<file path="config.mk">
export PLATFORM = sky130hd
export DESIGN_NAME = paint_scheduler
export DESIGN_NICKNAME = d
export VERILOG_FILES = /design/src/rtl/paint_pkg.sv /design/src/rtl/paint_scheduler_element_table.sv /design/src/rtl/paint_scheduler.sv
export SDC_FILE = /design/constraint.sdc
export NUM_CORES = 2
export LEC_CHECK = 0
export ABC_AREA = 0
export CAP_MARGIN = 0
export CORE_MARGIN = 3
export CORE_UTILIZATION = 35
export DETAILED_ROUTE_END_ITERATION = 8
export GPL_TIMING_DRIVEN = 0
export PLACE_DENSITY = 0.53
export SETUP_SLACK_MARGIN = 0.05
export SYNTH_ARGS = -nofsm -noshare
export SYNTH_HDL_FRONTEND = slang
export SYNTH_HIERARCHICAL = 1
export SYNTH_SLANG_ARGS = --single-unit
</file>
<file path="constraint.sdc">
create_clock -name clk_33m -period 11.5 [get_ports clk_33m]
set_input_delay 2.3 -clock clk_33m [delete_from_list [all_inputs] [get_ports clk_33m]]
set_output_delay 2.3 -clock clk_33m [all_outputs]
set_load 0.05 [all_outputs]
</file>
<file path="src/rtl/paint_pkg.sv">
// Shared types for the frame paint sequencer.
//   element_t      : one element descriptor, six COOR_WIDTH-bit fields,
//                    {sprite_x, sprite_y, frame_x, frame_y, width, height}
//   sched_state_t  : sequencer states
//   is_empty()     : an entry with zero width or zero height paints nothing
package paint_pkg;

    localparam int COOR_WIDTH    = 11;
    localparam int ELEMENT_COUNT = 32;
    localparam int ELEMENT_WIDTH = 5;

    typedef struct packed {
        logic [COOR_WIDTH-1:0] sprite_x;
        logic [COOR_WIDTH-1:0] sprite_y;
        logic [COOR_WIDTH-1:0] frame_x;
        logic [COOR_WIDTH-1:0] frame_y;
        logic [COOR_WIDTH-1:0] width;
        logic [COOR_WIDTH-1:0] height;
    } element_t;

    typedef enum logic [2:0] {
        S_IDLE,
        S_BG_START,
        S_BG_RUN,
        S_FETCH,
        S_CHECK,
        S_EL_START,
        S_EL_RUN,
        S_DONE
    } sched_state_t;

    function automatic logic is_empty(input element_t e);
        return (e.width == '0) || (e.height == '0);
    endfunction

endpackage

</file>
<file path="src/rtl/paint_scheduler_element_table.sv">
// Element descriptor table: simple dual-port RAM, one write port and one
// synchronous read port (1-cycle latency). No reset so it maps onto block RAM.
// A read and a write to the same address in the same cycle return the old
// contents (read-before-write).
//   clk    : clock
//   we     : write strobe, waddr/wdata : write index/data
//   re     : read enable,  raddr       : read index
//   rdata  : registered read data, holds when re is low
module element_table
    import paint_pkg::*;
#(
    parameter int DEPTH = ELEMENT_COUNT,
    parameter int AW    = ELEMENT_WIDTH
) (
    input  logic          clk,
    input  logic          we,
    input  logic [AW-1:0] waddr,
    input  element_t      wdata,
    input  logic          re,
    input  logic [AW-1:0] raddr,
    output element_t      rdata
);

    element_t mem [DEPTH];

    always_ff @(posedge clk) begin
        if (we) begin
            mem[waddr] <= wdata;
        end
        if (re) begin
            rdata <= mem[raddr];
        end
    end

endmodule

</file>
<file path="src/rtl/paint_scheduler.sv">
// Frame-level sequencer for the sprite painting datapath. Each frame_start
// runs paint_background once, then walks the descriptor table in index order
// and fires paint_element for every non-empty entry.
//   clk_33m, rst (async, active-high)
//   frame_start         : begin a new frame (ignored and flagged when busy)
//   desc_we/addr/wdata  : descriptor table write port (any state)
//   bg_finished         : paint_background done
//   el_finished         : paint_element done
//   bg_rst, el_rst      : painter resets, 1 = hold idle
//   el_desc             : descriptor presented to paint_element
//   painting_background : pixel-source select, 1 = background
//   busy                : frame in progress
//   frame_done          : 1-cycle pulse at end of frame
//   overrun             : 1-cycle pulse, frame_start arrived while busy
module paint_scheduler
    import paint_pkg::*;
#(
    parameter int ELEMENT_COUNT = paint_pkg::ELEMENT_COUNT,
    parameter int ELEMENT_WIDTH = paint_pkg::ELEMENT_WIDTH
) (
    input  logic                     clk_33m,
    input  logic                     rst,
    input  logic                     frame_start,
    input  logic                     desc_we,
    input  logic [ELEMENT_WIDTH-1:0] desc_addr,
    input  element_t                 desc_wdata,
    input  logic                     bg_finished,
    input  logic                     el_finished,
    output logic                     bg_rst,
    output logic                     el_rst,
    output element_t                 el_desc,
    output logic                     painting_background,
    output logic                     busy,
    output logic                     frame_done,
    output logic                     overrun
);

    localparam logic [ELEMENT_WIDTH-1:0] LAST_IDX = ELEMENT_WIDTH'(ELEMENT_COUNT - 1);

    sched_state_t             state;
    logic [ELEMENT_WIDTH-1:0] idx;
    logic                     blank;     // first cycle of a painter run: finished flag not trusted
    element_t                 rd_entry;
    logic                     rd_en;

    assign rd_en = (state == S_FETCH);

    element_table #(
        .DEPTH (ELEMENT_COUNT),
        .AW    (ELEMENT_WIDTH)
    ) u_table (
        .clk   (clk_33m),
        .we    (desc_we),
        .waddr (desc_addr),
        .wdata (desc_wdata),
        .re    (rd_en),
        .raddr (idx),
        .rdata (rd_entry)
    );

    always_ff @(posedge clk_33m or posedge rst) begin
        if (rst) begin
            state               <= S_IDLE;
            idx                 <= '0;
            blank               <= 1'b0;
            bg_rst              <= 1'b1;
            el_rst              <= 1'b1;
            el_desc             <= '0;
            painting_background <= 1'b1;
            busy                <= 1'b0;
            frame_done          <= 1'b0;
            overrun             <= 1'b0;
        end else begin
            overrun    <= frame_start && (state != S_IDLE);
            frame_done <= 1'b0;
            case (state)
                S_IDLE: begin
                    bg_rst <= 1'b1;
                    el_rst <= 1'b1;
                    if (frame_start) begin
                        state <= S_BG_START;
                        idx   <= '0;
                        busy  <= 1'b1;
                    end
                end
                S_BG_START: begin
                    bg_rst <= 1'b0;
                    blank  <= 1'b1;
                    state  <= S_BG_RUN;
                end
                S_BG_RUN: begin
                    if (blank) begin
                        blank <= 1'b0;
                    end else if (bg_finished) begin
                        bg_rst              <= 1'b1;
                        painting_background <= 1'b0;
                        state               <= S_FETCH;
                    end
                end
                // table read issued here, data valid in CHECK
                S_FETCH: begin
                    state <= S_CHECK;
                end
                S_CHECK: begin
                    if (is_empty(rd_entry)) begin
                        if (idx == LAST_IDX) begin
                            state      <= S_DONE;
                            frame_done <= 1'b1;
                        end else begin
                            idx   <= idx + 1'b1;
                            state <= S_FETCH;
                        end
                    end else begin
                        el_desc <= rd_entry;
                        state   <= S_EL_START;
                    end
                end
                S_EL_START: begin
                    el_rst <= 1'b0;
                    blank  <= 1'b1;
                    state  <= S_EL_RUN;
                end
                S_EL_RUN: begin
                    if (blank) begin
                        blank <= 1'b0;
                    end else if (el_finished) begin
                        el_rst <= 1'b1;
                        if (idx == LAST_IDX) begin
                            state      <= S_DONE;
                            frame_done <= 1'b1;
                        end else begin
                            idx   <= idx + 1'b1;
                            state <= S_FETCH;
                        end
                    end
                end
                S_DONE: begin
                    bg_rst              <= 1'b1;
                    el_rst              <= 1'b1;
                    painting_background <= 1'b1;
                    busy                <= 1'b0;
                    state               <= S_IDLE;
                end
                default: begin
                    state <= S_IDLE;
                end
            endcase
        end
    end

endmodule

</file>
==> summary.txt <==
Synth
  – Synth async-reset ratio: 0.0359
  – Yosys warns: 6
  – Largest family of logic cells by synthesized area: multiplexers
  – Most common cell in the synthesized netlist: edfxtp_1
  – Post-synth EDFFs: 2178
  – Dominant synthesized flop cell: edfxtp_1
  – Synth Area in Compound Gates: 0.00704
  – Largest area contributor in the netlist: edfxtp_1
  – Syn Area/Cell: 25.0 sq um
  – Mapped Area: 85400 sq um
  – Post-Synth Simple-Gate Area: 0.00612
  – Cell count after synthesis: 3424
  – Share of the synthesized area in the top cell type: 0.766
  – XOR/XNOR share of the synthesized area: 0
  – Post-synthesis cell type count: 57
  – Sequential fraction of the synthesis area: 0.789
  – Syn Nets: 3503
  – Main area contributors after synthesis: edfxtp_1 77%, mux4_2 16%, dfrtp_1 2.3%, mux2_2 1.6%, mux2i_1 0.49%
  – Synth Area in Adders: 0.000293
  – Proportion of synthesized area in mux cells: 0.187
  – List of most frequent post-synthesis cells: 2178 x edfxtp_1, 619 x mux4_2, 123 x mux2_2, 78 x dfrtp_1, 67 x clkbuf_1
  – Synth Register Bits: 2259

Floorplanning
  – Die Footprint: 250000 sq um
  – DIE WIDTH: 500 microns
  – Row cnt: 180
  – # IOs: 149
  – Initial core utilization: 0.354
  – Core ar.: 242000 sq um
  – Die Height: 500 microns

Power and ir drop
  – Clock share of power: 0.321
  – Switching share of power: 0.295
  – Sequential power share: 0.413
  – Switch Pwr: 6830 uW
  – Maximum VDD drop: 0.173 mV
  – Int Pwr: 16300 uW
  – PwrDens: 228 nW/um^2
  – Static Leak: 0.0312 uW
  – Logic gate share of total power: 0.265

Critical path
  – Cell chain of the critical path: clkbuf_1 > buf_2 > clkbuf_1 > clkbuf_1 > nor2_1 > a221oi_1
  – WP data arrival: 6.01 ns
  – Worst Setup Start Kind: flop
  – Slowest cell on crit path: clkbuf_1
  – Req. time, crit path: 12.05 ns
  – Endpoint class of the critical path: flop
  – Worst reg2reg path depth: 6
  – R2r startpoint: idx[3]
  – Most used cell along the critical path: clkbuf_1
  – Kind of critical path: reg2reg
  – Crit. path cell count: 6
  – Worst Setup SP: idx[3]
  – Worst-path fanout max: 11
  – CP peak stage delay: 1.09 ns
  – Worst reg2reg path endpoint: u_table/rdata[32]
  – CP Buf/Inv Count: 4
  – Reg2Reg Setup Slack: 6.04 ns
  – Top cell family by delay on the critical path: buffers and inverters
  – End of the critical path: u_table/rdata[32]

GRT
  – Vias in the first global route: 40900
  – GRT overflow: 0
  – Antenna violations before repair: 22
  – Largest net degree at the start of global routing: 57
  – Total global-route track usage: 0.198
  – First-pass GRT wire length: 342000 microns

Final layout
  – Layout cell share with drive strength beyond 1: 0.326
  – Post-layout net count: 4015
  – Fill count: 20600
  – Utilization after layout: 0.420
  – P&R area growth vs syn: 18.8%

Clocking
  – Clk sink count: 2259
  – CTS tree: built
  – CTS buffer count: 232
  – Root Driver: clkbuf_16
  – Post-CTS Resized: 0
  – Post-CTS Hold Fix Bufs: 0
  – Longest Clk Path Bufs: 3
  – Setup Buffers After CTS: 0
  – Worst-path clk slew: 0.06 ns
  – Clock latency on the worst-skew pair: 0.88 ns
  – H-tree depth: 4

STA
  – Final Hold Fails: 0
  – Max_slew headroom: 0.0354
  – RSZ-0062 raised after global routing: no
  – Final setup skew: 0.0493 ns
  – Final min period: 5.46 ns
  – Tightest Pin Transition: 1.45 ns
  – Worst hold margin: 0.450 ns
  – Max Slew Vio Count: 0
  – Setup violations, final: 0
  – Tcrit/Tclk final: 0.475
  – Maximum clock frequency: 183 MHz

Drt
  – Routed wire length: 248000 microns
  – Final ANT Viol Nets: 0
  – Wirelength per Cell: 33.8 microns
  – Initial DRC count: 4405
  – Via density: 5.53
  – Residual DRC: 0
  – Drt pass-1 iters: 5
  – Via count: 40600

Place
  – Gp weighted congestion: 0.725
  – Port bufs: 148
  – Hpwl dp: 161000 microns

Hold path
  – Hold depth: 1
  – Hold WC Path Type: reg2reg

Run
  – Max cap viols: 0

Outcome
  – Run status: completed
## kinds of logic (layout without fill, tap and decap cells)
family / Yosys count / count (layout)
buf+inv: 180 / 897
compound gates: 83 / 83
fa+ha+maj: 2 / 2
mux: 803 / 803
other cells: 0 / 8
simple gates: 97 / 97
flops: 2259 / 2259
## metal layers
| metal | track usage | part of all wire |
|---|---|---|
| met4 | 0.0531 | 0.026 |
| met5 | 0 | 0.00021 |
| met1 | 0.270 | 0.41 |
| met2 | 0.329 | 0.50 |
| met3 | 0.0340 | 0.063 |
## worst min-delay path by stage
| stage | from | end | slack (ns) |
|---|---|---|---|
| after CTS | u_table/rdata[48] | el_desc[48] | 0.45 |
| after global placement | u_table/rdata[22] | el_desc[22] | 0.44 |
| after detailed placement | u_table/rdata[22] | el_desc[22] | 0.45 |
| after global routing | u_table/rdata[34] | el_desc[34] | 0.46 |
| final | u_table/rdata[48] | el_desc[48] | 0.45 |
| after floorplan | u_table/rdata[22] | el_desc[22] | 0.43 |
## stage by stage
step | instances | cell area (sq um) | TNS, ns | worst slack, ns | power (uW)
5_1_grt | 7327 | 101000 | 0 | 6.16 | 24000
3_3_place_gp | 6757 | 90900 | -811.68 | -1.19 | 15900
6_report | 7334 | 101000 | 0 | 6.04 | 23200
4_1_cts | 7326 | 101000 | 0 | 6.17 | 23500
3_5_place_dp | 6887 | 93900 | 0 | 5.76 | 16000
2_1_floorplan | 3424 | 85400 | 0 | 5.29 | 13600
## cells in the final DEF (no fill, tap or decap), drive strengths merged, types with 4 or more instances in the layout
| master | n |
|---|---|
| a211oi | 5 |
| a21oi | 4 |
| a221oi | 14 |
| a22oi | 4 |
| and2 | 4 |
| buf | 236 |
| bufinv | 16 |
| clkbuf | 392 |
| clkdlybuf4s50 | 148 |
| clkinv | 89 |
| dfrtp | 78 |
| diode | 8 |
| edfxtp | 2178 |
| inv | 13 |
| mux2 | 142 |
| mux2i | 42 |
| mux4 | 619 |
| nand2 | 9 |
| nand2b | 4 |
| nand3 | 7 |
| nand3b | 5 |
| nor2 | 47 |
| nor4 | 4 |
| o211ai | 5 |
| o21ai | 18 |
| o22ai | 10 |
| o31a | 4 |
## flip-flops by register name, summed over array words and instances (netlist names)
name	flops
bg_rst	1
blank	1
busy	1
el_desc	66
el_rst	1
frame_done	1
idx	5
overrun	1
painting_background	1
state	3
u_table/mem	2112
u_table/rdata	66
## area by class of cell
class | instances | area [sq um] | share of cell area
Antenna cell | 8 | 20.0 | 0.000197
Buffer | 173 | 868 | 0.00856
Clock buffer | 325 | 6420 | 0.0632
Clock inverter | 114 | 1160 | 0.0114
Inverter | 7 | 31.3 | 0.000308
Multi-Input combinational cell | 985 | 17400 | 0.171
Sequential cell | 2259 | 67400 | 0.665
Tap cell | 3185 | 3990 | 0.0393
Timing Repair Buffer | 278 | 4200 | 0.0414
## power by group through the flow
stage,logic [uW],registers [uW],clock network (uW)
final,6150,9570,7450
after global routing,6460,9600,7950
after CTS,6280,9580,7620
after detailed placement,6250,9750,0
after global placement,6170,9780,0
after floorplan,3520,10100,0
## worst register-to-register path: stages (launching register included)
cell and delay (ns):
dfrtp_1 0.42, clkbuf_1 0.57, buf_2 0.77, clkbuf_1 1.10, clkbuf_1 0.94, nor2_1 0.57
a221oi_1 0.79
Note: power is estimated with default switching activity, not from simulation.
